--- config.mk ---
export PLATFORM = sky130hd
export DESIGN_NAME = pru_cmd_queue
export DESIGN_NICKNAME = d
export VERILOG_FILES = /design/src/rtl/pru_cmd_queue.sv
export SDC_FILE = /design/constraint.sdc
export NUM_CORES = 1
export LEC_CHECK = 0
export CORE_UTILIZATION = 45
export DETAILED_ROUTE_END_ITERATION = 16
export GPL_TIMING_DRIVEN = 0
export PLACE_DENSITY = 0.64
export SLEW_MARGIN = 10
export SYNTH_ARGS = -nofsm -noshare
export SYNTH_HDL_FRONTEND = slang
export SYNTH_SLANG_ARGS = --single-unit
--- constraint.sdc ---
create_clock -name clk -period 2.98 [get_ports clk]
set_input_delay 0.447 -clock clk [delete_from_list [all_inputs] [get_ports clk]]
set_output_delay 0.447 -clock clk [all_outputs]
set_load 0.01 [all_outputs]
--- src/rtl/pru_cmd_queue.sv ---
// PRU command queue: assembles two bus words into a draw command, buffers them in a FIFO, and dispatches to the PRU.
// The optional PRU_CMD_CLIP_EN macro clips rectangle width/height at push time.
module pru_cmd_queue #(
  parameter int COL_W   = 9,
  parameter int ROW_W   = 10,
  parameter int DEPTH   = 4,
  parameter int ROW_MAX = 640,
  parameter int COL_MAX = 480
) (
  input  logic                       clk,
  input  logic                       rst_n,
  input  logic                       wr,
  input  logic [31:0]                wr_data,
  output logic                       wr_ack,
  input  logic                       flush,
  input  logic                       pru_ready,
  output logic                       start,
  output logic [1:0]                 color,
  output logic [ROW_W-1:0]           row,
  output logic [COL_W-1:0]           col,
  output logic [ROW_W-1:0]           width,
  output logic [COL_W-1:0]           height_radius,
  output logic [1:0]                 shape_select,
  output logic                       subtract,
  output logic                       color_load,
  output logic [$clog2(DEPTH):0]     count,
  output logic                       half
);

  localparam int C  = COL_W;
  localparam int R  = ROW_W;
  localparam int AW = $clog2(DEPTH);
  localparam int CW = AW + 1;
  localparam int SW = C + R + 4;
  localparam logic [31:0] W_USED = (32'h1 << SW) - 32'h1;

  typedef struct packed {
    logic [1:0]   color;
    logic [R-1:0] row;
    logic [C-1:0] col;
    logic [R-1:0] width;
    logic [C-1:0] hr;
    logic [1:0]   shape;
    logic         sub;
    logic         cl;
  } cmd_t;

  typedef enum logic {
    S_IDLE,
    S_HALF
  } state_t;

  state_t          r_state;
  logic [SW-1:0]   r_stage;
  logic [AW-1:0]   r_wr_ptr;
  logic [AW-1:0]   r_rd_ptr;
  logic [CW-1:0]   r_count;
  cmd_t            r_mem [DEPTH];

  logic            w_full;
  logic            w_ok;
  logic            w_push;
  logic            w_pop;
  cmd_t            w_raw;
  cmd_t            w_cmd;
  cmd_t            w_head;
  logic            w_unused;

  // Upper bus bits carry nothing for this block.
  assign w_unused = ^(wr_data & ~W_USED);

  assign w_full = (r_count == CW'(DEPTH));
  assign w_ok   = wr && ((r_state == S_IDLE) || !w_full);
  assign wr_ack = rst_n && !flush && w_ok;
  assign w_push = wr_ack && (r_state == S_HALF);
  assign w_pop  = !flush && (r_count != '0)
                  && pru_ready && !start;

  assign half   = (r_state == S_HALF);
  assign count  = r_count;
  assign w_head = r_mem[r_rd_ptr];

  // Raw command from the staged word 0 and the incoming word 1.
  always_comb begin
    w_raw       = '0;
    w_raw.col   = r_stage[C-1:0];
    w_raw.row   = r_stage[C+R-1:C];
    w_raw.color = r_stage[C+R+1:C+R];
    w_raw.shape = r_stage[C+R+3:C+R+2];
    w_raw.hr    = wr_data[C-1:0];
    w_raw.width = wr_data[C+R-1:C];
    w_raw.sub   = wr_data[C+R+2];
    w_raw.cl    = wr_data[C+R+3];
  end

`ifdef PRU_CMD_CLIP_EN
  logic [R:0] w_row_rem;
  logic [C:0] w_col_rem;
  logic       w_row_out;
  logic       w_col_out;

  assign w_row_out = ({1'b0, w_raw.row} >= (R+1)'(ROW_MAX));
  assign w_col_out = ({1'b0, w_raw.col} >= (C+1)'(COL_MAX));
  assign w_row_rem = (R+1)'(ROW_MAX) - {1'b0, w_raw.row};
  assign w_col_rem = (C+1)'(COL_MAX) - {1'b0, w_raw.col};

  // Rectangles are clipped to the screen; circles pass through.
  always_comb begin
    w_cmd = w_raw;
    if (w_raw.shape == 2'b00) begin
      if (w_row_out)
        w_cmd.width = '0;
      else if ({1'b0, w_raw.width} > w_row_rem)
        w_cmd.width = w_row_rem[R-1:0];
      if (w_col_out)
        w_cmd.hr = '0;
      else if ({1'b0, w_raw.hr} > w_col_rem)
        w_cmd.hr = w_col_rem[C-1:0];
    end
  end
`else
  logic w_unused_clip;

  assign w_unused_clip = (ROW_MAX > 0) ^ (COL_MAX > 0);

  // Commands are stored exactly as received.
  always_comb begin
    w_cmd = w_raw;
  end
`endif

  // Assembly FSM: stage word 0, commit on word 1.
  always_ff @(posedge clk or negedge rst_n) begin
    if (!rst_n) begin
      r_state <= S_IDLE;
      r_stage <= '0;
    end else if (flush) begin
      r_state <= S_IDLE;
      r_stage <= '0;
    end else begin
      unique case (r_state)
        S_IDLE: begin
          if (wr_ack) begin
            r_stage <= wr_data[SW-1:0];
            r_state <= S_HALF;
          end
        end
        S_HALF: begin
          if (wr_ack)
            r_state <= S_IDLE;
        end
        default: r_state <= S_IDLE;
      endcase
    end
  end

  // Command storage; contents need no reset.
  always_ff @(posedge clk) begin
    if (w_push)
      r_mem[r_wr_ptr] <= w_cmd;
  end

  // FIFO pointers and occupancy.
  always_ff @(posedge clk or negedge rst_n) begin
    if (!rst_n) begin
      r_wr_ptr <= '0;
      r_rd_ptr <= '0;
      r_count  <= '0;
    end else if (flush) begin
      r_wr_ptr <= '0;
      r_rd_ptr <= '0;
      r_count  <= '0;
    end else begin
      if (w_push)
        r_wr_ptr <= r_wr_ptr + AW'(1);
      if (w_pop)
        r_rd_ptr <= r_rd_ptr + AW'(1);
      unique case ({w_push, w_pop})
        2'b10:   r_count <= r_count + CW'(1);
        2'b01:   r_count <= r_count - CW'(1);
        default: r_count <= r_count;
      endcase
    end
  end

  // Dispatch: latch head fields and pulse start.
  always_ff @(posedge clk or negedge rst_n) begin
    if (!rst_n) begin
      start         <= 1'b0;
      color         <= '0;
      row           <= '0;
      col           <= '0;
      width         <= '0;
      height_radius <= '0;
      shape_select  <= '0;
      subtract      <= 1'b0;
      color_load    <= 1'b0;
    end else begin
      start <= w_pop;
      if (w_pop) begin
        color         <= w_head.color;
        row           <= w_head.row;
        col           <= w_head.col;
        width         <= w_head.width;
        height_radius <= w_head.hr;
        shape_select  <= w_head.shape;
        subtract      <= w_head.sub;
        color_load    <= w_head.cl;
      end
    end
  end

endmodule

# After elaboration in Yosys (flattened, before gate mapping)
# Memories as Yosys holds them, arrays and structs flattened. A register that Yosys moved wholly into a read port is not among the register bits.
# Cells that the tools add are included.
# Widths: inputs -> output; s select.
# word_totals
ff_bits,32
ram_bits,176
out_inout_bits,50
n_memories,1
# classes
n_addsub,4
eq_ne,4
mux,15
bitwise,1
reduce_logical,18
# memory_table
memory,words,word_bits,read_ports,rd_ports_with_merged_regs,wr,line_no,source
r_mem,4,44,1,1,1,58,cmd_t r_mem [DEPTH];
# op_table
operator,n
$mux 23,3
$mux 2,4
$logic_and 1x1->1,7
$pmux 3 s2,1
$reduce_bool 2->1,3
$reduce_bool 3->1,2
$mux 1,5
$add 2x1->2 const B,2
$logic_not 1->1,4
$add 3x1->3 const B,1
$eq 3x3->1 const B,1
$mux 3,1
$sub 3x1->3 const B,1
$eq 2x1->1 const B,1
$eq 2x2->1 const B,1
$ne 2x2->1 const B,1
$pmux 1 s2,1
$reduce_and 2->1,1
$logic_or 1x1->1,1
$not 1->1,1

# Longest topological paths before layout
# Gate-level depths: netlist (run 1).
# logic_depth
word_depth,9
ltp_mapped,10
mapped_depth_nobuf,8

# Worst setup path before layout (run 1)
# Ideal clock, no wire load.
# synth_path
path_type,input-to-reg
from,input flush
to,memory r_mem[2][0] in the netlist's numbering (enable)
setup_time_ps,406
t_arrival_ps,2789
required_ps,2574
path_slack_ps,-215
stages,6
path_cell_list,clkbuf_2 -> nand3b_1 -> a31oi_1 -> ha_1 -> clkbuf_1 -> and2_1
# synth_between
elab_chain_cells,6
# synth_rtl
element,line_no,source
from (decl),15,"input logic flush,"
$logic_not 1->1,74,assign wr_ack = rst_n && !flush && w_ok;
$logic_and 1x1->1 (2 in a row),74,
net wr_ack,14,"output logic wr_ack,"
$logic_and 1x1->1,75,assign w_push = wr_ack && (r_state == S_HALF);
$mux 1,159,if (w_push)
$mux 1 (not written as such),160,r_mem[r_wr_ptr] <= w_cmd;
to (decl),58,
# The timed path passes the listed nets, and every way through them passes these cells.

# Worst setup path in the final report (run 1)
# layout_path
from,"register r_count[1], in the netlist count[1]"
to,"register r_count[2], in the netlist count[2]"
# layout_between
elab_chain_cells,9
# layout_rtl
element,line_no,source
from (decl),57,logic [CW-1:0] r_count;
from (signal assigned),179,2'b10: r_count <= r_count + CW'(1);
from (signal assigned),180,2'b01: r_count <= r_count - CW'(1);
from (signal assigned),181,default: r_count <= r_count;
$eq 3x3->1,72,assign w_full = (r_count == CW'(DEPTH));
$logic_not 1->1,73,assign w_ok = wr && ((r_state == S_IDLE) || !w_full);
$logic_or 1x1->1,73,
$logic_and 1x1->1,73,
$logic_and 1x1->1,74,
$logic_and 1x1->1,75,
$eq 2x1->1 or $eq 2x2->1 (tied branches),178,"unique case ({w_push, w_pop})"
$pmux 3 s2,178,
$mux 3,169,end else if (flush) begin
# Parallel ways exist; a longest one is shown, timed or not.
# A chain may end at the register's enable or synchronous reset.

==> results of run 1 <==
critical path, cell delays in order (launching register included):
cell and delay [ns]:
dfrtp_1 0.46, nor2_1 0.11, a31oi_1 0.23, ha_2 0.28, clkbuf_2 0.26, nor2_1 0.09, fa_1 0.44, or3b_2 0.48
a21oi_1 0.14, a2111oi_0 0.07
layout make-up:
| class | count | area [sq um] |
|---|---|---|
| clock buffers | 40 | 732 |
| repair buffers | 82 | 870 |
| well taps | 270 | 338 |
| multi-input cells | 293 | 2170 |
| flip-flops and latches | 252 | 7190 |
| fillers | 1636 | 8980 |
| inverters | 3 | 11.3 |
| plain buffers | 30 | 149 |
| clock inverters | 5 | 50.0 |
state kept, by name, summed over array words and instances (netlist names):
signal,cells
shape_select,2
color,2
count,3
r_wr_ptr,2
r_stage,23
height_radius,9
row,10
r_rd_ptr,2
width,10
start,1
r_mem,176
subtract,1
col,9
color_load,1
half,1
Yosys cell counts, types with 4 or more instances:
master / instances / share of area
nor2_1: 7 / 0.0028
clkbuf_1: 11 / 0.0043
a21oi_1: 10 / 0.0053
and2_1: 4 / 0.0026
mux4_2: 44 / 0.10
dfrtp_1: 76 / 0.20
edfxtp_1: 176 / 0.56
ha_1: 5 / 0.0066
buf_2: 13 / 0.0068
nand3b_1: 15 / 0.012
buf_4: 4 / 0.0032
nand2_1: 180 / 0.071
metal layers:
layer | share of wire | up-vias | track usage | routed length, um
met5 | 0 | - | 0 | 0
met4 | 0.013 | 0 | 0.0402 | 235
met3 | 0.052 | 19 | 0.0326 | 960
met2 | 0.48 | 119 | 0.291 | 8860
met1 | 0.46 | 2571 | 0.256 | 8400
li1 | - | 2316 | - | -
logic make-up after synthesis:
logic type	Yosys count	share of synthesized area
fa+ha+maj	6	0.00869
mux	47	0.108
simple gates	223	0.101
xor+xnor	2	0.00184
compound gates	15	0.00842
flops	252	0.756
buf+inv	33	0.0166
report_power, final:
group | switching (uW) | internal [uW] | total [uW] | leakage [uW]
sequential | 107 | 3920 | 4030 | 0.00264
combinational | 289 | 365 | 654 | 0.00132
clock | 1210 | 1760 | 2970 | 0.000377
total | 1610 | 6040 | 7650 | 0.00433
worst min path at each step:
| stage | endpoint | from | slack, ns | cells past startpoint |
|---|---|---|---|---|
| final | r_rd_ptr[1] | flush | 0.41 | 3 |
| after global routing | r_rd_ptr[1] | flush | 0.46 | 3 |
| after global placement | row[7] | row[7] | 0.46 | 2 |
| after CTS | r_rd_ptr[1] | flush | 0.39 | 3 |
| after detailed placement | col[4] | rst_n | 0.45 | 1 |
| after floorplan | col[0] | rst_n | 0.15 | 0 |
timing repair:
item | CTS | global route
hold buffers | 5 | 0
setup endpoints to repair | 134 | 1
resized for setup | 4 | 3
hold endpoints to repair | 34 | 0
per-stage QoR:
stage           util  TNS, ns  hold WS (ns)
2_1_floorplan      -        0         0.151
3_3_place_gp   0.518  -798.56         0.460
3_5_place_dp   0.519  -130.36         0.455
4_1_cts        0.561        0         0.388
5_1_grt        0.562        0         0.458
6_report       0.562        0         0.408
==> qor.csv, run 1 <==
stage,metric,value,unit
synthesis,number of synthesis warnings,0,
power,peak supply drop,0.381,mV
detailed_routing,# DRC,0,
finish,ratio of cells with drive above 1 in the final layout,0.160,
cts,# clock sinks,252,
cts,post-CTS setup buffer count,0,
finish,area grow syn2layout,21.1,%
placed_design,post-DP HPWL,11.4,mm
finish,"Design Area, Final",11500,sq um
global_route,total gr overflow,0,
power,Tot Pwr,7650,uW
timing,Slew HR,0.518,
detailed_routing,drt wl/cell,18.9,um
die,Core Rows,52,
power,pwr dens,665,nW/um^2
run,Max-Cap Viols,0,
finish,"commonest non-fill, non-tap cell in the layout",nand2_1,
setup_path,Crit path arrival time,3.08,ns
global_route,first-pass GRT wire length,29.6,mm
synthesis,register area share after synthesis,0.756,
die,Die X,147,um
global_route,largest net degree at the start of global routing,45,
min_path,Hold Crit Class,in2reg,
timing,Least-Margin Pin Slew,0.723,ns
detailed_routing,final wirelength,18.4,mm
setup_path,reg2reg path depth,9,
timing,RSZ-0062 raised after global routing,false,
synthesis,synthesized area per cell,16.4,sq um
placed_design,Final GP Congestion,0.764,
detailed_routing,Antenna Nets Post-Route,0,
power,leakage,0.00433,uW
die,Core ar.,20500,sq um
die,Die Footprint,21700,sq um
cts,Root Driver,clkbuf_16,
detailed_routing,Vias,5025,
setup_path,Worst R2R Setup Slack,0.27,ns
timing,Final Hold Vio Count,0,
finish,"commonest cells after routing, fill and taps aside","180 x nand2_1, 176 x edfxtp_1, 76 x dfrtp_1",
finish,fin nets,730,
finish,post-route insts no fill,975,
timing,Final period util,0.910,
synthesis,synthesized flop and latch total,252,
setup_path,Setup Crit Path Kind,reg2reg,
timing,endpoints failing setup,0,
cts,maximum buffer depth of the clock tree,3,
cts,H-tree levels,1,
setup_path,FF-to-FF Start,count[1],
placed_design,pre-CTS WS,-0.937,ns
timing,top achievable clock speed,369,MHz
cts,CTS tree,done,
synthesis,"EDFF count, synth",176,
outcome,status,"complete, no violations",
setup_path,R2R Path End,count[2],
setup_path,CP Launch Type,flop,
cts,Worst-Skew Late Latency,0.51,ns
detailed_routing,number of DRC markers in iteration 0,288,
setup_path,crit path max fanout,10,
timing,final setup margin,0.270,ns
global_route,vias in the first global route,5310,
synthesis,top_reg_cell synth,edfxtp_1,
cts,CTS clock-pin slew for the worst setup and hold paths,0.06,ns
synthesis,Yosys cell types,32,
timing,fin crit period,2.71,ns
placed_design,placed insts,925,
timing,Final Max Slew Viols,0,
detailed_routing,Via density,5.15,
global_route,Total Routing Usage GR,0.180,
finish,antenna diode count,0,
placed_design,post-placement cell area,10600,sq um
timing,Layout Skew,0.00670,ns
detailed_routing,Pre-antenna DRT Iters,5,
die,Initial Utilization,0.464,
die,die height,147,um
placed_design,PortBufs,76,
synthesis,Post-Synthesis Cells,578,
die,io pins,87,
setup_path,worst setup path endpoint,count[2],
synthesis,post-synth net total,621,
global_route,initial antenna violation count,0,
synthesis,share of flip-flops with an asynchronous set or reset,0.302,
setup_path,worst setup path start,count[1],
synthesis,Post-Syn Area,9510,sq um
cts,Num CTS Buffers,25,
setup_path,WP data required,3.35,ns
setup_path,CP endpoint kind,flop,
Note: power is estimated with default switching activity, not from simulation.
==> inputs of run 2 (changes only) <==
Settings changed: GPL_TIMING_DRIVEN 0 to unset.
==> qor.csv, run 2 (synthesis gave the netlist of run 1 again) <==
stage,metric,value,unit,change
placed_design,post-DP HPWL,10.8,mm,was 11.4 mm
cts,CTS tree,done,,unchanged
timing,Final period util,0.794,,was 0.910
timing,Least-Margin Pin Slew,0.685,ns,was 0.723 ns
timing,Post-Route Setup TNS,0,ns,unchanged
finish,area grow syn2layout,20.7,%,was 21.1%
power,leakage,0.00431,uW,was 0.00433 uW
finish,max reg flops,176,,unchanged
global_route,total gr overflow,0,,unchanged
die,Core ar.,20500,sq um,unchanged
outcome,status,"complete, no violations",,unchanged
cts,hold_buf cts,0,,was 5
global_route,first-pass GRT wire length,29.9,mm,was 29.6 mm
global_route,Total Routing Usage GR,0.182,,was 0.180
timing,Final Hold Vio Count,0,,unchanged
setup_path,Setup Crit Path Kind,in2reg,,was reg2reg
detailed_routing,Antenna Nets Post-Route,0,,unchanged
detailed_routing,Via density,5.23,,was 5.15
power,Tot Pwr,7740,uW,was 7650 uW
timing,Final Max Slew Viols,0,,unchanged
die,die height,147,um,unchanged
placed_design,PortBufs,77,,was 76
cts,Worst-Skew Late Latency,0.52,ns,was 0.51 ns
global_route,initial antenna violation count,0,,unchanged
power,pwr dens,675,nW/um^2,was 665 nW/um^2
cts,H-tree levels,1,,unchanged
cts,post-CTS setup buffer count,0,,unchanged
cts,CTS clock-pin slew for the worst setup and hold paths,0.06,ns,about the same
finish,area of the multi-input gates,2170,sq um,about the same
power,peak supply drop,0.393,mV,was 0.381 mV
setup_path,WP data required,3.42,ns,was 3.35 ns
detailed_routing,Pre-antenna DRT Iters,4,,was 5
finish,"commonest cells after routing, fill and taps aside","180 x nand2_1, 176 x edfxtp_1, 76 x clkdlybuf4s50_1",,"was 180 x nand2_1, 176 x edfxtp_1, 76 x dfrtp_1"
cts,Num CTS Buffers,25,,unchanged
global_route,vias in the first global route,5256,,"was 5,310"
die,Die Footprint,21700,sq um,unchanged
timing,top achievable clock speed,423,MHz,was 369 MHz
setup_path,CP Launch Type,input port,,was flop
timing,RSZ-0062 raised after global routing,false,,unchanged
finish,biggest regs,"r_mem: 176 flops, r_stage: 23 flops",,unchanged
detailed_routing,drt wl/cell,19.6,um,was 18.9 um
cts,# clock sinks,252,,unchanged
finish,FF/Latch Area,7190,sq um,about the same
setup_path,Crit path arrival time,2.81,ns,was 3.08 ns
detailed_routing,final wirelength,18.8,mm,was 18.4 mm
run,Max-Cap Viols,0,,unchanged
global_route,largest net degree at the start of global routing,49,,was 45
detailed_routing,# DRC,0,,unchanged
setup_path,CP endpoint kind,flop,,unchanged
timing,Slew HR,0.544,,was 0.518
placed_design,Final GP Congestion,0.755,,was 0.764
die,Die X,147,um,unchanged
detailed_routing,number of DRC markers in iteration 0,342,,was 288
cts,Root Driver,clkbuf_16,,unchanged
finish,Fill cells,1643,,"was 1,636"
finish,antenna diode count,0,,unchanged
setup_path,crit path max fanout,48,,was 10
cts,cts repair resizes,0,,was 4
finish,fin nets,715,,was 730
finish,"commonest non-fill, non-tap cell in the layout",nand2_1,,unchanged
finish,ratio of cells with drive above 1 in the final layout,0.165,,was 0.160
cts,maximum buffer depth of the clock tree,3,,unchanged
timing,fin crit period,2.37,ns,was 2.71 ns
die,Core Rows,52,,unchanged
finish,Reg with most FFs,r_mem,,unchanged
die,io pins,87,,unchanged
die,Initial Utilization,0.464,,unchanged
min_path,Hold Crit Class,in2async,,was in2reg
timing,endpoints failing setup,0,,unchanged
detailed_routing,Vias,5024,,"was 5,025"
timing,Layout Skew,0.0192,ns,was 0.00670 ns
-- run 2: cell types whose count changed in the layout (fill, tap and decap cells not counted), sizes merged --
cell and change:
clkbuf -17, clkinvlp -1, bufinv +1, clkdlybuf4s50 +1, clkinv +5, dlygate4sd3 -2
buf -1
-- run 2: where the power goes --
part           total [uW]  internal [uW]  leakage, uW  switching [uW]
Clock                3080           1840     0.000404            1240
Sequential           4020           3920      0.00264             104
Combinational         641            353      0.00127             288
Total                7740           6110      0.00431            1630
-- run 2: worst max-delay path: stages --
cell             delay [ns]
clkdlybuf4s50_1        0.47
buf_4                  0.38
or3_4                  0.22
buf_4                  0.46
clkinv_1               0.27
buf_12                 0.24
nand2_1                0.09
mux2i_1                0.18
-- run 2: final cells by class --
class,count,share of cell area
inverters,3,0.000981
flip-flops and latches,252,0.627
repair buffers,97,0.0822
multi-input cells,293,0.189
clock buffers,36,0.0625
well taps,270,0.0294
clock inverters,10,0.00905
-- run 2: per-stage QoR --
stage / hold WS, ns / cell area (sq um) / instances / util / setup WS, ns
floorplan: 0.151 / 9510 / 578 / - / 0.0604
global placement: 0.457 / 10700 / 915 / 0.520 / 0.167
detailed placement: 0.463 / 10700 / 915 / 0.520 / 0.0757
CTS: 0.0144 / 11500 / 961 / 0.560 / 0.586
global route: 0.0327 / 11500 / 961 / 0.560 / 0.455
finish: 0.00157 / 11500 / 961 / 0.560 / 0.615
-- run 2: path summary, 6_finish.rpt --
kind	cells past startpoint	end	slack, ns	from
max	8	r_rd_ptr[1]	0.61	flush
min	2	col[6]	0.002	rst_n
max reg2reg	8	count[2]	0.68	count[1]
min reg2reg	2	row[8]	0.47	row[8]
max in group asynchronous	3	r_rd_ptr[0]	1.89	rst_n
min in group clk	2	row[8]	0.47	row[8]
-- run 2: layer usage --
layer,vias up,part of all wire,track usage
li1,2296,-,-
met1,2574,0.45,0.265
met5,-,0,0
met3,27,0.059,0.0273
met2,127,0.47,0.288
met4,0,0.016,0.0526
==> inputs of run 3 (changes only) <==
Clock period 2.98 ns to 2.5 ns, I/O delays scaled along.
==> qor.csv, run 3 (synthesis gave the netlist of run 1 again) <==
stage,metric,value,unit,change
outcome,status,"complete, no violations",,unchanged
cts,CTS clock-pin slew for the worst setup and hold paths,0.06,ns,about the same
finish,area grow syn2layout,23.0,%,was 20.7%
timing,top achievable clock speed,432,MHz,
timing,endpoints failing setup,0,,unchanged
global_route,met2 usage,0.286,,was 0.288
setup_path,Critical-path top delay cell,clkdlybuf4s50_1,,unchanged
power,pwr dens,803,nW/um^2,was 675 nW/um^2
die,die height,147,um,unchanged
power,Tot Pwr,9390,uW,was 7740 uW
setup_path,kind of cell adding the most delay to the critical path,buffers and inverters,,unchanged
global_route,vias in the first global route,5280,,"was 5,256"
detailed_routing,Vias,5039,,"was 5,024"
global_route,Total Routing Usage GR,0.181,,was 0.182
finish,antenna diode count,0,,unchanged
finish,Reg with most FFs,r_mem,,unchanged
cts,CTS tree,done,,unchanged
timing,Final Max Slew Viols,0,,unchanged
setup_path,crit-path cells,dlygate4sd3_1 > buf_4 > nand3b_1 > a31oi_4 > clkdlybuf4s50_1,,was clkdlybuf4s50_1 > buf_4 > or3_4 > buf_4 > clkinv_1 > buf_12 > nand2_1 > mux2i_1
detailed_routing,Via density,5.22,,was 5.23
placed_design,PortBufs,77,,unchanged
setup_path,Crit path arrival time,1.94,ns,was 2.81 ns
timing,fin crit period,2.31,ns,
finish,fin nets,721,,was 715
timing,Final period util,0.926,,
die,Die Footprint,21700,sq um,unchanged
setup_path,"Buf+Inv Stages, Crit Path",3,,was 5
setup_path,CP Launch Type,input port,,unchanged
placed_design,post-DP HPWL,11.0,mm,was 10.8 mm
timing,Layout Skew,0.0152,ns,was 0.0192 ns
global_route,total gr overflow,0,,unchanged
timing,Least-Margin Pin Slew,0.715,ns,was 0.685 ns
die,Initial Utilization,0.464,,unchanged
global_route,largest net degree at the start of global routing,51,,was 49
detailed_routing,drt wl/cell,19.2,um,was 19.6 um
cts,# clock sinks,252,,unchanged
global_route,Global Route met1 Usage,0.264,,was 0.265
setup_path,Setup Crit Path Kind,in2out,,was in2reg
placed_design,Final GP Congestion,0.718,,was 0.755
die,Core Rows,52,,unchanged
detailed_routing,final wirelength,18.5,mm,was 18.8 mm
finish,Final Util,0.571,,was 0.560
finish,biggest regs,"r_mem: 176 flops, r_stage: 23 flops",,unchanged
cts,cts repair resizes,0,,unchanged
power,peak supply drop,0.437,mV,was 0.393 mV
cts,maximum buffer depth of the clock tree,3,,unchanged
detailed_routing,Pre-antenna DRT Iters,5,,was 4
global_route,layer with the highest usage,met2,,unchanged
die,Die X,147,um,unchanged
timing,RSZ-0062 raised after global routing,false,,unchanged
min_path,Hold Crit Class,in2async,,unchanged
global_route,first-pass GRT wire length,30.1,mm,was 29.9 mm
timing,Slew HR,0.523,,was 0.544
setup_path,CP endpoint kind,primary output,,was flop
cts,Num CTS Buffers,25,,unchanged
cts,Root Driver,clkbuf_16,,unchanged
power,leakage,0.00438,uW,was 0.00431 uW
setup_path,WP data required,2.12,ns,was 3.42 ns
global_route,met3 usage,0.0252,,was 0.0273
timing,Final Hold Vio Count,0,,unchanged
die,Core ar.,20500,sq um,unchanged
run,Max-Cap Viols,0,,unchanged
finish,"commonest non-fill, non-tap cell in the layout",nand2_1,,unchanged
detailed_routing,Antenna Nets Post-Route,0,,unchanged
finish,"commonest cells after routing, fill and taps aside","180 x nand2_1, 176 x edfxtp_1, 76 x clkdlybuf4s50_1",,unchanged
cts,Worst-Skew Late Latency,0.51,ns,was 0.52 ns
detailed_routing,# DRC,0,,unchanged
cts,H-tree levels,1,,unchanged
finish,ratio of cells with drive above 1 in the final layout,0.177,,was 0.165
setup_path,CP peak stage delay,0.56,ns,was 0.47 ns
global_route,initial antenna violation count,0,,unchanged
detailed_routing,number of DRC markers in iteration 0,332,,was 342
finish,Fill cells,1575,,"was 1,643"
finish,max reg flops,176,,unchanged
setup_path,crit path max fanout,2,,was 48
die,io pins,87,,unchanged
-- run 3: per-layer routing --
| layer | part of all wire | up-vias | wire length (um) |
|---|---|---|---|
| met2 | 0.48 | 116 | 8870 |
| met4 | 0.015 | 0 | 278 |
| met1 | 0.46 | 2592 | 8550 |
| met3 | 0.045 | 23 | 834 |
| met5 | 0 | - | 0 |
| li1 | - | 2308 | - |
-- run 3: area by class of cell --
cell class                      count  area [sq um]  area share
Sequential cell                   252          7190       0.615
Clock buffer                       33           686      0.0586
Timing Repair Buffer              103          1100      0.0944
Tap cell                          270           338      0.0289
Clock inverter                     12           166      0.0142
Multi-Input combinational cell    293          2200       0.188
Inverter                            3          11.3    0.000963
-- run 3: report_power, final --
group	total (uW)	switching (uW)	internal, uW	leakage [uW]
logic	771	344	427	0.00133
registers	4800	127	4670	0.00264
clock network	3820	1480	2340	0.000412
total	9390	1950	7440	0.00438
-- run 3: per-stage QoR --
stage	hold slack, ns	TNS (ns)	instances	cell area, sq um	setup WS, ns
final	0.440	0	966	11700	0.186
after global routing	0.443	0	966	11700	0.0963
after CTS	0.442	0	966	11700	0.167
after floorplan	0.0794	0	578	9550	0.0350
after detailed placement	0.451	-0.152	920	10800	-0.0961
after global placement	0.450	-0.0621	920	10800	-0.0455
-- run 3: path summary, 6_finish.rpt --
path	from	end	slack, ns	cells after the start
max	rst_n	wr_ack	0.19	5
min	rst_n	col[7]	0.44	3
max reg2reg	count[1]	count[2]	0.28	8
min reg2reg	col[0]	col[0]	0.47	2
max in group asynchronous	rst_n	r_rd_ptr[1]	0.98	4
min in group clk	wr_data[19]	r_stage[19]	0.45	3
-- run 3: what timing repair did --
| item | in CTS | in global routing |
|---|---|---|
| endpoints found under the hold margin | 26 | 0 |
| setup buffers | 0 | 0 |
| hold buffers | 1 | 0 |
| setup endpoints to repair | 0 | 0 |
-- run 3: tightest hold or removal path: stages --
cell,delay (ns)
dlygate4sd3_1,0.52
buf_4,0.13
buf_4,0.33
